### src/rtl/pc_sequencer_if.sv
// Instruction-fetch bus between the PC sequencer (master) and instruction memory (slave).
interface pc_sequencer_if #(
  parameter int unsigned XLEN = 32
);
  logic            ifu_req_valid;
  logic            ifu_req_ready;
  logic [XLEN-1:0] ifu_req_addr;
  logic            ifu_rsp_valid;
  logic [31:0]     ifu_rsp_inst;

  modport master (
    output ifu_req_valid,
    output ifu_req_addr,
    input  ifu_req_ready,
    input  ifu_rsp_valid,
    input  ifu_rsp_inst
  );

  modport slave (
    input  ifu_req_valid,
    input  ifu_req_addr,
    output ifu_req_ready,
    output ifu_rsp_valid,
    output ifu_rsp_inst
  );
endinterface

### src/rtl/pc_sequencer.sv
// Multi-cycle fetch/retire controller: owns the architectural PC, sequences
// fetch request, fetch response and execute, and flags halt / misaligned-target traps.
module pc_sequencer #(
  parameter int unsigned     XLEN     = 32,
  parameter logic [XLEN-1:0] RESET_PC = XLEN'(32'h8000_0000)
) (
  input  logic               clk,
  input  logic               rst_n,
  pc_sequencer_if.master     ifu,
  output logic [31:0]        inst,
  output logic               inst_valid,
  input  logic               exec_done,
  input  logic               pc_a_src,
  input  logic               pc_b_src,
  input  logic [XLEN-1:0]    imm,
  input  logic [XLEN-1:0]    rs1,
  input  logic               halt_req,
  output logic [XLEN-1:0]    pc,
  output logic               halted,
  output logic               misalign_err,
  output logic [63:0]        instret
);

  typedef enum logic [2:0] {
    StFetch,
    StWait,
    StExec,
    StHalt,
    StTrap
  } state_e;

  state_e          state_q, state_d;
  logic [XLEN-1:0] pc_q, pc_d;
  logic [31:0]     inst_q, inst_d;
  logic [63:0]     instret_q, instret_d;

  logic [XLEN-1:0] add_a;
  logic [XLEN-1:0] add_b;
  logic [XLEN-1:0] sum;
  logic [XLEN-1:0] next_pc;

  // Register-relative targets (jalr-style) drop bit 0 of the sum.
  always_comb begin
    add_a   = pc_a_src ? imm : XLEN'(4);
    add_b   = pc_b_src ? rs1 : pc_q;
    sum     = add_a + add_b;
    next_pc = pc_b_src ? {sum[XLEN-1:1], 1'b0} : sum;
  end

  always_comb begin
    state_d   = state_q;
    pc_d      = pc_q;
    inst_d    = inst_q;
    instret_d = instret_q;
    unique case (state_q)
      StFetch: begin
        if (ifu.ifu_req_ready) state_d = StWait;
      end
      StWait: begin
        if (ifu.ifu_rsp_valid) begin
          inst_d  = ifu.ifu_rsp_inst;
          state_d = StExec;
        end
      end
      StExec: begin
        if (exec_done) begin
          // Halt wins over a misaligned target computed in the same cycle.
          if (halt_req) begin
            instret_d = instret_q + 64'd1;
            state_d   = StHalt;
          end else if (next_pc[1]) begin
            state_d = StTrap;
          end else begin
            pc_d      = next_pc;
            instret_d = instret_q + 64'd1;
            state_d   = StFetch;
          end
        end
      end
      StHalt, StTrap: begin
        state_d = state_q;
      end
      default: begin
        state_d = StFetch;
      end
    endcase
  end

  always_ff @(posedge clk or negedge rst_n) begin
    if (!rst_n) begin
      state_q   <= StFetch;
      pc_q      <= RESET_PC;
      inst_q    <= 32'h0;
      instret_q <= 64'h0;
    end else begin
      state_q   <= state_d;
      pc_q      <= pc_d;
      inst_q    <= inst_d;
      instret_q <= instret_d;
    end
  end

  assign ifu.ifu_req_valid = (state_q == StFetch);
  assign ifu.ifu_req_addr  = pc_q;
  assign inst              = inst_q;
  assign inst_valid        = (state_q == StExec);
  assign pc                = pc_q;
  assign halted            = (state_q == StHalt);
  assign misalign_err      = (state_q == StTrap);
  assign instret           = instret_q;

endmodule

### src/flat_wrapper.sv
// flat-port wrapper written by rule: the top's interface ports become plain ports
module pc_sequencer_flat 
#(
  parameter int unsigned     XLEN     = 32,
  parameter logic [XLEN-1:0] RESET_PC = XLEN'(32'h8000_0000)
)
  (clk, rst_n, inst, inst_valid, exec_done, pc_a_src, pc_b_src, imm, rs1, halt_req, pc, halted, misalign_err, instret, ifu_ifu_req_valid, ifu_ifu_req_addr, ifu_ifu_req_ready, ifu_ifu_rsp_valid, ifu_ifu_rsp_inst);
  pc_sequencer_if #(.XLEN(XLEN)) ifu_i ();
  input  logic clk;
  input  logic rst_n;
  output logic [31:0] inst;
  output logic inst_valid;
  input  logic exec_done;
  input  logic pc_a_src;
  input  logic pc_b_src;
  input  logic [XLEN-1:0] imm;
  input  logic [XLEN-1:0] rs1;
  input  logic halt_req;
  output logic [XLEN-1:0] pc;
  output logic halted;
  output logic misalign_err;
  output logic [63:0] instret;
  output wire logic [$bits(ifu_i.ifu_req_valid)-1:0] ifu_ifu_req_valid;
  output wire logic [$bits(ifu_i.ifu_req_addr)-1:0] ifu_ifu_req_addr;
  input wire logic [$bits(ifu_i.ifu_req_ready)-1:0] ifu_ifu_req_ready;
  input wire logic [$bits(ifu_i.ifu_rsp_valid)-1:0] ifu_ifu_rsp_valid;
  input wire logic [$bits(ifu_i.ifu_rsp_inst)-1:0] ifu_ifu_rsp_inst;
  assign ifu_ifu_req_valid = ifu_i.ifu_req_valid;
  assign ifu_ifu_req_addr = ifu_i.ifu_req_addr;
  assign ifu_i.ifu_req_ready = ifu_ifu_req_ready;
  assign ifu_i.ifu_rsp_valid = ifu_ifu_rsp_valid;
  assign ifu_i.ifu_rsp_inst = ifu_ifu_rsp_inst;
  pc_sequencer #(.XLEN(XLEN), .RESET_PC(RESET_PC)) u_core (.clk(clk), .rst_n(rst_n), .ifu(ifu_i), .inst(inst), .inst_valid(inst_valid), .exec_done(exec_done), .pc_a_src(pc_a_src), .pc_b_src(pc_b_src), .imm(imm), .rs1(rs1), .halt_req(halt_req), .pc(pc), .halted(halted), .misalign_err(misalign_err), .instret(instret));
endmodule
### config.mk
export PLATFORM = sky130hd
export DESIGN_NAME = pc_sequencer_flat
export DESIGN_NICKNAME = d
export VERILOG_FILES = /design/src/rtl/pc_sequencer_if.sv /design/src/rtl/pc_sequencer.sv /design/src/flat_wrapper.sv
export SDC_FILE = /design/constraint.sdc
export NUM_CORES = 1
export LEC_CHECK = 0
export ABC_AREA = 1
export CAP_MARGIN = 20
export CORE_MARGIN = 5
export CORE_UTILIZATION = 50
export CTS_CLUSTER_DIAMETER = 150
export DETAILED_ROUTE_END_ITERATION = 10
export PLACE_DENSITY = 0.83
export SETUP_SLACK_MARGIN = 0.5
export SLEW_MARGIN = 30
export SYNTH_ARGS = -nofsm -noshare
export SYNTH_HDL_FRONTEND = slang
export SYNTH_SLANG_ARGS = --single-unit
### constraint.sdc
create_clock -name clk -period 3.3 [get_ports clk]
set_clock_uncertainty 0.05 [all_clocks]
set_input_delay 0.66 -clock clk [delete_from_list [all_inputs] [get_ports clk]]
set_output_delay 0.66 -clock clk [all_outputs]
set_load 0.01 [all_outputs]
Word level (Yosys, flattened, before mapping)
Cells that the tools add are included.

operators by class
  $add $sub $neg = 2
  equality and inequality tests = 8
  muxes and demuxes = 11
  bitwise gates (word level) = 3
  reduce and logical (&&, ||, !) cells = 6

operator list
  cell                   count
  $mux 64                2
  $add 64x1->64 const B  1
  $mux 32                2
  $add 32x32->32         1
  $mux 3                 5
  $pmux 3 s4             1
  $reduce_and 4->1       2
  $eq 3x2->1 const B     2
  $ne 2x1->1 const B     2
  $ne 2x2->1 const B     2
  $eq 3x1->1 const B     1
  $eq 3x3->1 const B     1
  $logic_not 3->1        1
  $not 1->1              3
  $reduce_and 3->1       1
  $reduce_and 2->1       1
  $reduce_or 2->1        1
  $mux 1                 1

word-level totals
  register bits = 130
  bits of input ports = 104
  output and inout port bits = 164

Depth between registers and ports, before layout
  word-level depth = 6
  gate-level depth with buffers = 17
  gate-level depth less buffers = 15

Worst setup path after synthesis
No wires, ideal clock.

  path kind = in2reg
  start = input port pc_b_src
  end = register u_core.instret_q[39], in the netlist u_core.instret[39]
  setup time = 0.125 ns
  arrival time = 2.774 ns
  setup slack = 0.351 ns
  stages = 12
  path buffers = 2
  path through = clkbuf_1 -> buf_1 -> nand2_1 -> fa_1 -> inv_1 -> nand2_1 -> nand3_4 -> inv_2 -> nand3b_2 -> nor2_4 -> nand3_1 -> xnor2_1

on the way
  word-level cells in the longest chain between the ends = 4

ends and longest elaborated chain
  element                     RTL line            source
  from (decl)                 flat_wrapper.sv:15  input logic pc_b_src;
  $mux 32                     pc_sequencer.sv:45  add_b = pc_b_src ? rs1 : pc_q;
  $add 32x32->32              pc_sequencer.sv:46  sum = add_a + add_b;
  $ne 2x2->1 (no line)        --
  $reduce_and 3->1 (no line)  --
  to (signal assigned)        pc_sequencer.sv:99  instret_q <= instret_d;
  to (decl)                   pc_sequencer.sv:35  logic [63:0] instret_q, instret_d;

No other way between the ends.
A chain may end at the register's enable or synchronous reset.

Worst setup path in the final report
  start = register u_core.pc_q[0], in the netlist u_core.ifu.ifu_req_addr[0]
  end = register u_core.instret_q[14], in the netlist u_core.instret[14]

on the way
  word-level cells in the longest chain between the ends = 4

ends and longest elaborated chain
  element                     RTL line            source
  from (decl)                 pc_sequencer.sv:33  logic [XLEN-1:0] pc_q, pc_d;
  from (signal assigned)      pc_sequencer.sv:97  pc_q <= pc_d;
  $mux 32                     pc_sequencer.sv:45
  $add 32x32->32              pc_sequencer.sv:46
  $ne 2x2->1 (no line)        --
  $reduce_and 3->1 (no line)  --

No other way between the ends.

==> impl_metrics.json <==
{
  "outcome": "finished clean",
  "finalInstanceArea_um2": 13700,
  "via_per_inst": 5.04,
  "clock_latency_ns": 0.42,
  "synth-compound-area-share_pct": 3.62,
  "dp.cells": 2017,
  "rows": 51,
  "cp.required_ns": 3.54,
  "p_int_mw": 5.28,
  "muxShareOfSynthArea_pct": 3.71,
  "p_comb_share_pct": 45.9,
  "ys_seq_area_share_pct": 33.5,
  "criticalPathCategory": "reg -> reg",
  "gr-total-overflow": 0,
  "place_congestion": 0.985,
  "die-area_um2": 22300,
  "switching_power_mw": 2.96,
  "antenna_found_initial": 1,
  "grt_pass1_vias": 10400,
  "ys.flop_type": "dfrtp_1",
  "grt_max_degree": 68,
  "drc": 0,
  "p_per_area_nw_per_um2": 602,
  "yosys.area.top_type": "dfrtp_1",
  "max_cap_violations": 0,
  "p_sw_share_pct": 35.9,
  "ant_nets": 0,
  "maxSlewHeadroom_pct": 56.0,
  "ctsHtreeMaxLevel": 4,
  "leakage_nw": 6.93,
  "crit_arrival_ns": 2.81,
  "synth_area_um2": 9700,
  "cts_max_path_buffers": 2,
  "drt-total-wl_mm": 30.7,
  "layout-area-overhead-vs-synth_pct": 41.1,
  "cp-end-kind": "flop",
  "grt_pass1_wl_mm": 50.1,
  "start_kind": "flop",
  "yosysUniqueCellTypes": 41,
  "grt_usage_pct": 27.9,
  "power_frac_seq_pct": 30.4,
  "yosys.area.top_type_share_pct": 33.3,
  "port_buffers": 265,
  "root_buffer": "clkbuf_16",
  "dpl_cell_area_um2": 13000,
  "crit_chain": "inv_1 -> o21ai_2 -> ha_2 -> inv_2 -> fa_1 -> inv_2 -> nand2_4 -> nand3_4 -> nor2_4 -> nand4_4 -> buf_4 -> buf_4 -> xnor2_1",
  "slew_violations": 0,
  "cts_buffers": 17,
  "hpwl_mm": 24.3,
  "synth_edf_count": 0,
  "vdd_ir_drop_max_uv": 355,
  "start_util_pct": 50.3,
  "vias": 10400,
  "core_area_um2": 19300,
  "cpLargestDelayFamily": "adder cells",
  "drtPass1Iterations": 7,
  "rsz0062_at_grt": "no",
  "fin_crit_sh_pct": 77.8,
  "tightest_slew_ns": 0.660,
  "synth_commonest_cells": "nand2_1, inv_1, nor2_1, dfrtp_1, nand3_1",
  "cts.sinks": 130,
  "clkPwrFrac_pct": 23.7,
  "synth_seq_cells": 130,
  "io_pins": 268,
  "wl_per_cell_um": 14.9,
  "fin_nets": 1914,
  "yosysMostFrequentCell": "nand2_1",
  "fmax_ghz": 0.389,
  "die_height_um": 149,
  "hold_path_class": "in -> async",
  "synth-simple-area-share_pct": 37.3,
  "die_w_um": 149,
  "yosys.area_share.xor_xnor_pct": 5.60,
  "instances_no_fill": 2056,
  "ys_warn_count": 0,
  "synth_top_cells_by_area": "dfrtp_1, nand2_1, inv_1",
  "drive_gt1_share_pct": 10.2,
  "clk_pin_slew_worst_paths_ns": 0.06,
  "cts_tree": "done",
  "synth_area_per_cell_um2": 6.62,
  "drtIter0Drc": 795,
  "period_needed_ns": 2.57,
  "cp_num_buf_inv": 5,
  "synth_top_family_by_area": "simple AND/OR/NAND/NOR gates",
  "cp_max_fo": 7,
  "synth_cells": 1466,
  "ys_async_sr_fraction_pct": 100,
  "report.final.hold_viol_count": 0,
  "slowest_stage": "fa_1",
  "synthAdderAreaFrac_pct": 4.33,
  "nFillCells": 1613,
  "worst_path_largest_cell_delay_ns": 0.54,
  "postCtsHoldBufs": 0,
  "setup_viol": 0
}
-- registers in the layout, indices dropped and copies added (netlist names) --
register,cells
u_core.ifu.ifu_req_addr,31
u_core.inst,32
u_core.instret,64
u_core.state_q,3
-- power by group through the flow --
stage	Combinational, mW	Clock [mW]	Sequential (mW)
global route	4.10	2.06	2.59
detailed placement	3.75	0	2.52
finish	3.78	1.95	2.51
floorplan	1.78	0	2.62
CTS	3.79	1.98	2.51
global placement	3.68	0	2.51
-- placed cells by master, fill, tap and decap left out, drive strengths merged, types with 29 or more instances in the layout --
cell type	count
ha	32
clkdlybuf4s50	260
dfrtp	129
xnor2	33
nand2	587
nor2	143
xor2	29
inv	216
mux2	32
o21ai	39
nand3	78
nor3	33
buf	84
-- final cells by class --
| cell class | instances | area, um^2 | share of cell area, % |
|---|---|---|---|
| well taps | 265 | 332 | 2.42 |
| repair buffers | 348 | 3360 | 24.5 |
| flip-flops and latches | 130 | 3250 | 23.8 |
| clock buffers | 20 | 447 | 3.26 |
| multi-input cells | 1066 | 5340 | 39.0 |
| clock inverters | 12 | 156 | 1.14 |
| diodes | 1 | 2.50 | 0.0183 |
| inverters | 214 | 806 | 5.88 |
-- repair_timing --
item | in CTS | in global routing
resized for setup | 7 | 13
pin swaps | 4 | 8
endpoints found under the setup margin | 39 | 43
setup buffers | 3 | 3
-- metal layers --
metal / GRT usage [%] / vias up / share of wire (%)
met3: 5.26 / 100 / 7.5
met2: 47.7 / 475 / 48
met4: 12.9 / 0 / 4.6
met1: 34.1 / 4699 / 40
li1: - / 5098 / -
met5: 0 / - / 0
-- through the flow --
step	power, mW	hold slack [ns]	worst slack, ns	utilization, %	setup TNS, ns
6_report	8.24	0.190	0.732	71.1	0
3_5_place_dp	6.27	0.433	-0.111	67.4	-1.43
2_1_floorplan	4.40	0.314	0.508	-	0
4_1_cts	8.28	0.214	0.561	70.8	0
3_3_place_gp	6.19	0.430	-0.0164	67.4	-0.0572
5_1_grt	8.75	0.243	0.561	71.1	0
-- worst paths after layout --
path	start	end	slack (ns)	cells past startpoint
min in group clk	u_core.ifu.ifu_req_addr[31]	u_core.ifu.ifu_req_addr[31]	0.45	2
setup / recovery	u_core.ifu.ifu_req_addr[0]	u_core.instret[14]	0.73	13
hold / removal	rst_n	u_core.instret[44]	0.19	1
hold reg to reg	u_core.ifu.ifu_req_addr[31]	u_core.ifu.ifu_req_addr[31]	0.45	2
max in group asynchronous	rst_n	u_core.ifu.ifu_req_addr[31]	2.21	2
setup reg to reg	u_core.ifu.ifu_req_addr[0]	u_core.instret[14]	0.73	13
-- kinds of logic (layout without fill, tap and decap cells) --
| logic type | Yosys count | count (layout) |
|---|---|---|
| flops | 130 | 130 |
| buf+inv | 271 | 594 |
| mux | 32 | 32 |
| other cells | 1 | 3 |
| simple gates | 870 | 870 |
| compound gates | 67 | 67 |
| fa+ha+maj | 33 | 33 |
| xor+xnor | 62 | 62 |
Power figures use the tool's default switching activity.
